<file path="config.mk">
export PLATFORM = sky130hd
export DESIGN_NAME = bcd_stopwatch_ctrl
export DESIGN_NICKNAME = d
export VERILOG_FILES = /design/src/rtl/bcd_sw_pkg.sv /design/src/rtl/sw_edge_detect.sv /design/src/rtl/bcd_stopwatch_ctrl.sv
export SDC_FILE = /design/constraint.sdc
export NUM_CORES = 1
export LEC_CHECK = 0
export BUFFER_PORTS_ARGS = -buffer_cell sky130_fd_sc_hd__buf_2
export CORE_AREA = 8 8 71 73
export DETAILED_ROUTE_END_ITERATION = 7
export DIE_AREA = 0 0 79 81
export PLACE_DENSITY = 0.89
export SLEW_MARGIN = 15
export SYNTH_ARGS = -nofsm -noshare
export SYNTH_HDL_FRONTEND = slang
export SYNTH_SLANG_ARGS = --single-unit
</file>
<file path="constraint.sdc">
create_clock -name clk -period 3.9 [get_ports clk]
set_input_delay 0.78 -clock clk [delete_from_list [all_inputs] [get_ports clk]]
set_output_delay 0.78 -clock clk [all_outputs]
set_load 0.005 [all_outputs]
</file>
<file path="src/rtl/bcd_sw_pkg.sv">
// rtl/bcd_sw_pkg.sv - shared types and constants for the BCD stopwatch sequencer
package bcd_sw_pkg;

    typedef enum logic [2:0] {
        IDLE      = 3'd0,
        RUN       = 3'd1,
        PAUSE     = 3'd2,
        LAP_RUN   = 3'd3,
        LAP_PAUSE = 3'd4
    } sw_state_t;

    localparam logic [15:0] BCD_MAX  = 16'h9999;
    localparam logic [15:0] BCD_ZERO = 16'h0000;

endpackage

</file>
<file path="src/rtl/sw_edge_detect.sv">
// rtl/sw_edge_detect.sv - rising-edge detector for one conditioned button level
module sw_edge_detect #(
    parameter logic RESET_VAL = 1'b1
) (
    input  logic clk,
    input  logic reset,
    input  logic level,
    output logic pulse
);

    logic level_d;

    // Delay flop; resetting it high suppresses an event for a button held through reset
    always_ff @(posedge clk) begin
        if (!reset) begin
            level_d <= RESET_VAL;
        end else begin
            level_d <= level;
        end
    end

    assign pulse = level & ~level_d;

endmodule

</file>
<file path="src/rtl/bcd_stopwatch_ctrl.sv">
// rtl/bcd_stopwatch_ctrl.sv - stopwatch sequencer driving a 4-digit BCD counter
module bcd_stopwatch_ctrl
    import bcd_sw_pkg::*;
#(
    parameter int TICK_DIV = 500000
) (
    input  logic        clk,
    input  logic        reset,
    input  logic        btn_start,
    input  logic        btn_lap,
    input  logic        btn_clear,
    input  logic [15:0] cnt_q,
    output logic        cnt_inc,
    output logic        cnt_clr,
    output logic [15:0] disp_q,
    output logic        running,
    output logic        lap_active,
    output logic        overflow
);

    localparam int PW = (TICK_DIV > 1) ? $clog2(TICK_DIV) : 1;
    localparam logic [PW-1:0] PRESC_TERM = PW'(TICK_DIV - 1);

    sw_state_t     state;
    sw_state_t     next_state;
    logic [PW-1:0] presc;
    logic [15:0]   lap_reg;

    logic ev_start_raw;
    logic ev_lap_raw;
    logic ev_clear_raw;

    // Prioritised events: clear > start > lap, losers in the same cycle are dropped
    logic ev_clear;
    logic ev_start;
    logic ev_lap;

    logic accept_clear;
    logic capture_lap;
    logic counting;
    logic term;

    sw_edge_detect #(.RESET_VAL(1'b1)) u_edge_start (
        .clk   (clk),
        .reset (reset),
        .level (btn_start),
        .pulse (ev_start_raw)
    );

    sw_edge_detect #(.RESET_VAL(1'b1)) u_edge_lap (
        .clk   (clk),
        .reset (reset),
        .level (btn_lap),
        .pulse (ev_lap_raw)
    );

    sw_edge_detect #(.RESET_VAL(1'b1)) u_edge_clear (
        .clk   (clk),
        .reset (reset),
        .level (btn_clear),
        .pulse (ev_clear_raw)
    );

    assign ev_clear = ev_clear_raw;
    assign ev_start = ev_start_raw & ~ev_clear_raw;
    assign ev_lap   = ev_lap_raw & ~ev_start_raw & ~ev_clear_raw;

    // Terminal count uses the current state so a stop in the same cycle still ticks
    assign counting = (state == RUN) || (state == LAP_RUN);
    assign term     = counting && (presc == PRESC_TERM);

    // State register
    always_ff @(posedge clk) begin
        if (!reset) begin
            state <= IDLE;
        end else begin
            state <= next_state;
        end
    end

    // Next-state decode plus the side-effect strobes tied to each transition
    always_comb begin
        next_state   = state;
        accept_clear = 1'b0;
        capture_lap  = 1'b0;
        unique case (state)
            IDLE: begin
                if (ev_clear) begin
                    accept_clear = 1'b1;
                end else if (ev_start) begin
                    next_state = RUN;
                end
            end
            RUN: begin
                if (ev_start) begin
                    next_state = PAUSE;
                end else if (ev_lap) begin
                    next_state  = LAP_RUN;
                    capture_lap = 1'b1;
                end
            end
            PAUSE: begin
                if (ev_clear) begin
                    next_state   = IDLE;
                    accept_clear = 1'b1;
                end else if (ev_start) begin
                    next_state = RUN;
                end
            end
            LAP_RUN: begin
                if (ev_start) begin
                    next_state = LAP_PAUSE;
                end else if (ev_lap) begin
                    next_state = RUN;
                end
            end
            LAP_PAUSE: begin
                if (ev_clear) begin
                    next_state   = IDLE;
                    accept_clear = 1'b1;
                end else if (ev_start) begin
                    next_state = LAP_RUN;
                end else if (ev_lap) begin
                    next_state = PAUSE;
                end
            end
            default: begin
                next_state = IDLE;
            end
        endcase
    end

    // State-derived outputs and the display mux
    always_comb begin
        running    = (state == RUN) || (state == LAP_RUN);
        lap_active = (state == LAP_RUN) || (state == LAP_PAUSE);
        disp_q     = lap_active ? lap_reg : cnt_q;
    end

    // Prescaler, counter strobes, lap snapshot and sticky overflow
    always_ff @(posedge clk) begin
        if (!reset) begin
            presc    <= '0;
            cnt_inc  <= 1'b0;
            cnt_clr  <= 1'b0;
            lap_reg  <= BCD_ZERO;
            overflow <= 1'b0;
        end else begin
            cnt_inc <= term;
            cnt_clr <= accept_clear;

            if (next_state == IDLE) begin
                presc <= '0;
            end else if (term) begin
                presc <= '0;
            end else if (counting) begin
                presc <= presc + 1'b1;
            end

            if (capture_lap) begin
                lap_reg <= cnt_q;
            end

            if (accept_clear) begin
                overflow <= 1'b0;
            end else if (term && (cnt_q == BCD_MAX)) begin
                overflow <= 1'b1;
            end
        end
    end

endmodule

</file>
Yosys cells after proc, flatten, opt, wreduce, memory -nomap -nowiden
Index checks and enable logic that the tools add are counted.
{ "word_totals": {"elab_cells": 54, "latch_bits": 0, "n_memories": 0, "out_inout_bits": 21, "in_bits": 21, "mem_bits_ro": 0, "ramBits": 0, "register_bits": 44} }
{ "op_classes": {"n_mul": 0, "bitwise": 12, "shift": 0, "n_addsub": 1, "n_reduce_logical": 9, "n_lt_le_gt_ge": 0, "eq_ne": 6, "div_mod_pow": 0, "muxes": 17} }
{ "op_table": {"columns": ["op", "n"], "rows": [
  ["$mux 3", 10],
  ["$add 19x1->19 const B", 1],
  ["$eq 19x19->1 const B", 1],
  ["$eq 16x16->1 const B", 1],
  ["$mux 16", 1],
  ["$pmux 3 s5", 1],
  ["$and 1x1->1", 6],
  ["$eq 3x2->1 const B", 2],
  ["$logic_not 3->1", 2],
  ["$not 1->1", 6],
  ["$reduce_or 3->1", 2],
  ["$mux 1", 5],
  ["$eq 3x1->1 const B", 1],
  ["$eq 3x3->1 const B", 1],
  ["$logic_and 1x1->1", 2],
  ["$logic_or 1x1->1", 2],
  ["$reduce_or 2->1", 1]
]} }

Logic depth before layout (Yosys ltp)
{ "logic_depth": {"depth_word": 11, "mapped_depth": 8, "mapped_depth_nobuf": 5} }

By module
A second synthesis with hierarchy kept.
{ "hier_totals": {"cells_unflattened": 225, "hier_area_um2": 2210.9} }
{ "by_module_without_submodules": {"columns": ["mod", "instances", "cells_each", "area_per_inst_um2", "seq_area_each_um2"], "rows": [
  ["bcd_stopwatch_ctrl", 1, 216, 2090.8, 820.8],
  ["sw_edge_detect", 3, 3, 40.0, 20.0]
]} }

Worst setup path after synthesis
No wires, ideal clock.
{ "synth_timing": {"path_type": "register -> output", "start": "reg state[0]", "end": "out disp_q[10]", "stages_incl_launch_ff": 9, "required_time_ns": 3.120, "arrival_time_ns": 1.716, "slack_ns": 1.404, "path_buffers": 4, "path_cell_list": "dfxtp_1 > buf_4 > nor2b_1 > buf_2 > nand2_1 > and2_1 > buf_2 > buf_2 > mux2_2"} }
{ "synth_between": {"elab_chain_cells": 3, "word_cells_on_any_way": 4, "cone_classes": "eq/ne (2); mux (1); reduce/logical (1)"} }
{ "synth_lines": {"columns": ["element", "line", "rtl"], "rows": [
  ["from (decl)", "bcd_stopwatch_ctrl.sv:24", "sw_state_t state;"],
  ["from (signal assigned)", "bcd_stopwatch_ctrl.sv:77", "state <= next_state;"],
  ["$eq 3x2->1 or $eq 3x3->1 (tied branches)", "bcd_stopwatch_ctrl.sv:136", "lap_active = (state == LAP_RUN) || (state == LAP_PAUSE);"],
  ["$logic_or 1x1->1 (*)", "bcd_stopwatch_ctrl.sv:136", null],
  ["$mux 16 (*)", "bcd_stopwatch_ctrl.sv:137", "disp_q = lap_active ? lap_reg : cnt_q;"],
  ["to (decl)", "bcd_stopwatch_ctrl.sv:15", "output logic [15:0] disp_q,"]
]} }
Mark *: on every way between the ends. The rest lies on a longest branch, timed or not.

Final worst setup path
{ "layout_timing": {"start": "reg state[0]", "end": "out disp_q[9]"} }
The elaborated chain is that of the path after synthesis.

==> metrics.txt <==
die area ~6400 um^2; All-Layer GR Usage 0.154; cts bufs inserted 5; worst path arrival time 2270 ps; Synth Register Bits 44; layout net count 290; post-cts sizing count 0; Max Clock Freq 328 MHz; Sum Neg Setup Slack 0 ps; post-synthesis adder-cell area fraction 0.00573; Worst-Skew Late Latency a little under 300 ps; Clock Power Share 0.330; Routed Antenna Nets 0; hold buffer count at cts 0; Root Driver clkbuf_8; status completed; static leakage 0.891 nW; core footprint between 3000 and 4000 um^2; TritonCTS Sinks between 40 and 50; Max clock buf depth 2; Final Util 0.631; port buffer count slightly above 40; 1st-iter DRT viols 140; H-tree depth 2; Final setup violation count 0; multiplexer share of the synthesized area 0.160; dominant synthesized flop cell dfxtp_1; total gr overflow 0; setup bufs post-CTS 0; max_cap viols 0; P_sw 190 uW; worst-path fanout max 17; Slew @ Worst Pin 896 ps; async set-or-reset flop fraction in the synthesized netlist 0; Post-Synth Simple-Gate Area 0.243; xor-xnor portion of the synthesized cell area 0.0441; via count 1863; largest net degree at the start of global routing 20; Avg Vias per Cell 5.86; Post-synth EDFFs 0; RSZ-0062 raised after global routing no; Reg clk slew, reported paths roughly 80 ps; total iterations of the first detailed-routing run 4; Placed Cells around 310; layout cells sized above 1 0.269; peak supply drop about 180 uV; count of final max-slew check failures 0; worst rel slew slack 0.403; Gate Count Post-Synth around 230; first-pass GRT wire length around 8 mm; Fin. Hold Viols 0; Residual DRC 0; Unique masters post-synth 44; Placer Congestion a little under 0.9; Crit Path Class reg2out; warning count from the yosys run 0; Layout area overhead 13.1%; Worst setup SP type flop; vias in the first global route around 1800; Avg Inst Size Synth about 9.4 um^2; PwrDens approximately 320 nW/um^2; Gate power share 0.098; worst hold path class reg2reg; WP data required 3120 ps; sequential share of power 0.572; Std-Cell Rows 23; commonest non-fill, non-tap cell in the layout dfxtp_1; switch share 0.237; commonest non-fill, non-tap cells in the layout dfxtp_1 (44), buf_2 (41), nor2_1 (20); Int Pwr 612 uW; Starting Density 0.558; Compound-Gate Fraction of Synth Area 0.0928; Final min period 3050 ps; initial antenna violation count 0; Largest register FFs 19; WL final between 4 and 5 mm; Finished Layout Cells 318; hpwl dp between 3 and 4 mm; Routed WL per cell between 10 and 15 um; I/O pins 42; Die Wd around 80 um; Syn Nets approximately 250; sequential fraction of the synthesis area 0.403; largest family of logic cells by synthesized area simple AND/OR/NAND/NOR gates; Die Span Y slightly above 80 um; mapped cell area ~2200 um^2; CTS tree yes; clock skew approximately 3.3 ps; number of diodes 0; Setup crit end kind output pin; Tcrit/Tclk final 0.781
==> final timing paths <==
path / start / to / slack [ps] / depth (start not counted)
setup / recovery: state[0] / disp_q[9] / 850 / 5
hold / removal: lap_reg[10] / lap_reg[10] / 500 / 2
setup reg to reg: state[0] / presc[17] / 1610 / 4
hold reg to reg: lap_reg[10] / lap_reg[10] / 500 / 2
==> metal layers <==
| layer | track usage | wire (um) | vias up |
|---|---|---|---|
| met5 | 0 | 0 | - |
| met2 | 0.271 | 2430 | 39 |
| met4 | 0.0500 | 57 | 0 |
| li1 | - | - | 913 |
| met1 | 0.175 | 2070 | 905 |
| met3 | 0.0442 | 204 | 6 |
==> synthesized netlist by cell type (2+ instances only) <==
cell type,number,area (um^2)
o31ai_1,3,22.5
nor4_1,3,18.8
nor2_1,20,75.1
xor2_1,4,35.0
mux2_2,16,180
inv_1,7,26.3
nor2b_1,2,12.5
nor4bb_1,5,50.1
nor3_1,14,70.1
nand3_1,5,25.0
or4_1,5,37.5
and3_1,2,12.5
xnor2_1,7,61.3
buf_4,2,15.0
nand2b_1,6,37.5
or3_1,5,31.3
clkbuf_1,4,15.0
nand4_1,7,43.8
o21a_1,3,22.5
a21oi_1,5,25.0
mux2i_1,17,170
buf_2,8,40.0
dfxtp_1,44,881
nand2_1,6,22.5
a211oi_1,8,60.1
o21ai_0,6,30.0
==> power groups by stage <==
stage          sequential, mW  clock [mW]  combinational [mW]
2_1_floorplan           0.467           0              0.0473
3_3_place_gp            0.469           0              0.0766
3_5_place_dp            0.469           0              0.0788
4_1_cts                 0.459       0.271              0.0791
5_1_grt                 0.460       0.292              0.0861
6_report                0.459       0.264              0.0784
==> cell families (layout without fill, tap and decap cells) <==
logic type | count (synthesis) | after routing
AO/OA/AOI/OAI | 30 | 30
adder cells (fa/ha/maj) | 1 | 1
AND/OR/NAND/NOR | 90 | 90
multiplexers | 33 | 33
XOR/XNOR | 11 | 11
buffers and inverters | 23 | 59
flip-flops | 44 | 44
==> critical path, cell delays in order, from the launching register on <==
cell and delay, ps:
dfxtp_1 590, nor2_1 110, nand2_1 100, and2_1 620
mux2_2 410, buf_2 130
==> layout make-up <==
type,count,area (um^2)
Clock buffer,6,72.6
Tap cell,50,62.6
Sequential cell,44,881
Timing Repair Buffer,44,228
Inverter,8,30.0
Clock inverter,1,5.00
Fill cell,333,1440
Multi-Input combinational cell,165,1190
==> stage by stage <==
| stage | setup slack, ps | instance area [um^2] | hold slack [ps] | total power, mW |
|---|---|---|---|---|
| 3_5_place_dp | 1190 | 2390 | 479 | 0.548 |
| 4_1_cts | 863 | 2470 | 496 | 0.809 |
| 5_1_grt | 695 | 2470 | 511 | 0.838 |
| 2_1_floorplan | 1400 | 2180 | 456 | 0.514 |
| 6_report | 854 | 2470 | 498 | 0.802 |
| 3_3_place_gp | 1240 | 2390 | 470 | 0.546 |
(Power assumes the default switching activity.)
